## src/rtl/gate_pkg.sv

```systemverilog
`default_nettype none
// ============================================================================
// Module      : gate_pkg
// Description : Shared encodings for the gate sweep checker: golden-function
//               mode codes, sweep FSM states and a reserved-mode helper.
// Revision    : 1.0 - initial release
// ============================================================================
package gate_pkg;

  // Golden-function selection codes (6 and 7 are reserved)
  localparam logic [2:0] MODE_NOR  = 3'd0;
  localparam logic [2:0] MODE_NAND = 3'd1;
  localparam logic [2:0] MODE_AND  = 3'd2;
  localparam logic [2:0] MODE_OR   = 3'd3;
  localparam logic [2:0] MODE_XOR  = 3'd4;
  localparam logic [2:0] MODE_XNOR = 3'd5;

  // Sweep FSM state encoding
  localparam logic [1:0] IDLE   = 2'd0;
  localparam logic [1:0] DRIVE  = 2'd1;
  localparam logic [1:0] FINISH = 2'd2;

  // A reserved mode skips the sweep entirely and reports a failed result
  function automatic logic is_reserved(input logic [2:0] m);
    return (m > MODE_XNOR);
  endfunction

endpackage
`default_nettype wire

```

## src/rtl/gate_golden.sv

```systemverilog
`default_nettype none
// ============================================================================
// Module      : gate_golden
// Description : Combinational reference model of an N-input reduction gate.
//               Reserved modes return 0.
// Revision    : 1.0 - initial release
// ============================================================================
module gate_golden
  import gate_pkg::*;
#(
  parameter int N = 3
) (
  input  logic [2:0]   mode,
  input  logic [N-1:0] vec,
  output logic         y
);

  // Select the reduction operator that defines the expected gate output
  always_comb begin
    y = 1'b0;
    case (mode)
      MODE_NOR:  y = ~(|vec);
      MODE_NAND: y = ~(&vec);
      MODE_AND:  y = &vec;
      MODE_OR:   y = |vec;
      MODE_XOR:  y = ^vec;
      MODE_XNOR: y = ~(^vec);
      default:   y = 1'b0;
    endcase
  end

endmodule
`default_nettype wire

```

## config.mk

```make
export PLATFORM = sky130hd
export DESIGN_NAME = gate_golden
export DESIGN_NICKNAME = d
export VERILOG_FILES = /design/src/rtl/gate_pkg.sv /design/src/rtl/gate_golden.sv
export SDC_FILE = /design/constraint.sdc
export NUM_CORES = 1
export LEC_CHECK = 0
export BUFFER_PORTS_ARGS = -buffer_cell sky130_fd_sc_hd__buf_2
export CAP_MARGIN = 20
export CORE_AREA = 2 2 39 41
export DETAILED_ROUTE_END_ITERATION = 6
export DIE_AREA = 0 0 41 43
export MAX_ROUTING_LAYER = met4
export PLACE_DENSITY_LB_ADDON = 0.08
export SLEW_MARGIN = 20
export SYNTH_ARGS = -nofsm -noshare
export SYNTH_HDL_FRONTEND = slang
export SYNTH_SLANG_ARGS = --single-unit
```

## constraint.sdc

```tcl
create_clock -name vclk -period 2.2
set_clock_uncertainty 0.2 [all_clocks]
set_input_delay 0.11 -clock vclk [all_inputs]
set_output_delay 0.11 -clock vclk [all_outputs]
set_load 0.005 [all_outputs]
```

==> metrics.yaml <==
global_route:
  grt_usage_pct: 3.07
  antenna_found_initial: 0
  overflow: 0
  grt_pass1_wl_um: 386
  grt_pass1_vias: 115
  grt_max_degree: 6
power:
  p_int_mw: 0.0131
  netSwitchingFraction_pct: 44.7
  switching_power_mw: 0.0105
  powerDensity_nw_per_um2: 151
  leakage_nw: 0.0809
  p_comb_share_pct: 100.0
  power_frac_seq_pct: 0
  clock_power_share_pct: 0
  ir_worst_vdd_mv: 0.0301
yosys:
  synthesis.area_um2: 101
  yosysSeqAreaShare_pct: 0
  ys_types: 11
  synthesis.area_per_instance_um2: 7.80
  synth_nets: 21
  yosysWarnings: 0
  syn-instance-count: 13
sta:
  hold_viol: 0
  hold_ws_ns: 0.297
  relSlewSlack_pct: 88.6
  drv_slew: 0
  setup_viol: 0
  worst_slew_pin_slew_ns: 0.169
  fin_crit_ns: 1.53
  timing.final.crit_share_pct: 69.8
  grt_setup_unrepaired: "false"
  tns_ns: 0
  max_clock_freq_mhz: 652
cells_and_area:
  regArea_um2: 0
  nClkBuffers: 0
  final_util_pct: 11.3
  layout_common_cells: "7 x buf_2, 2 x inv_1, 2 x ha_1"
  final_common_cell: "buf_2"
  multi_input_area_um2: 93.8
  nNetsFinal: 30
  seq_cells: 0
  drive_gt1_share_pct: 40.0
  synthToLayoutAreaGrowth_pct: 54.3
  fillers: 167
  diodes: 0
run_status:
  status: "completed"
worst_setup_path:
  crit_buf_inv: 3
  arrival_ns: 1.22
  crit_top_cell: "buf_2"
  critPathLaunchType: "input port"
  critPathMaxFanout: 2
  crit_type: "in2out"
  required_ns: 1.89
  cp_top_family: "simple AND/OR/NAND/NOR gates"
  slowest_stage: "or3_1"
  cp-end-kind: "primary output"
  slowest_delay_ns: 0.37
  cp_cell_sequence: "buf_2 -> inv_1 -> ha_1 -> or3_1 -> a32oi_1 -> buf_2"
die:
  pin_count: 7
  die_h_um: 43
  core-area_um2: 1380
  fp.dieArea_um2: 1760
  rows: 14
  die_w_um: 41
  initial_utilization_pct: 7.32
drt:
  first_pass_iters: 1
  ant_nets: 0
  wire_per_inst_um: 6.64
  remaining_drc_errors: 0
  drt_iter0_markers: 0
  vias: 118
  routed_via_density: 3.28
  routed_wirelength_um: 239
placement:
  place_congestion: 0.534
  io_buffers: 7
clock_tree:
  holdBufCountCts: 0
  cts_setup_buffers: 0
  post_cts_resized: 0
flow_run:
  max_cap_viol_count: 0
hold_path:
  min_path_type: "in2out"
## logic make-up (layout without fill, tap and decap cells)
| group | after synthesis | in the layout | share of synthesized area (%) |
|---|---|---|---|
| AO/OA/AOI/OAI | 4 | 4 | 29.6 |
| AND/OR/NAND/NOR | 4 | 4 | 29.6 |
| adder cells (fa/ha/maj) | 2 | 2 | 24.7 |
| buffers and inverters | 2 | 9 | 7.41 |
| XOR/XNOR | 1 | 1 | 8.64 |
## power groups by stage
stage	Combinational, mW	Clock (mW)	Sequential, mW
floorplan	0.0121	0	0
global placement	0.0242	0	0
detailed placement	0.0242	0	0
CTS	0.0242	0	0
global route	0.0266	0	0
finish	0.0236	0	0
## synth_stat cells, drive strengths merged
cell type  n  area, um^2
a211o      1        8.76
a21oi      1        5.00
a32oi      1        8.76
and3b      1        10.0
ha         2        25.0
inv        2        7.51
nand3b     1        7.51
nor2b      1        6.26
o21bai     1        7.51
or3        1        6.26
xnor2      1        8.76
## layout make-up
class | instances | area share, %
Tap cell | 16 | 12.8
Multi-Input combinational cell | 11 | 60.0
Timing Repair Buffer | 7 | 22.4
Inverter | 2 | 4.80
## through the flow
step	std cells	total power [mW]	worst slack (ns)	cell area, um^2
floorplan	13	0.0121	0.898	101
global placement	36	0.0242	0.665	156
detailed placement	36	0.0242	0.649	156
CTS	36	0.0242	0.649	156
global route	36	0.0266	0.598	156
finish	36	0.0236	0.665	156
## worst paths after layout
check | startpoint | to | slack [ns] | cells after the start
max | vec[0] | y | 0.67 | 6
min | mode[2] | y | 0.30 | 3
## layer usage
metal  vias up  global-route usage [%]  wire length, um
met1        53                    2.53               82
met4         0                       0                0
li1         62                       -                -
met5         -                       -                0
met2         3                    6.56              137
met3         0                   0.524               19
Power figures use the tool's default switching activity.
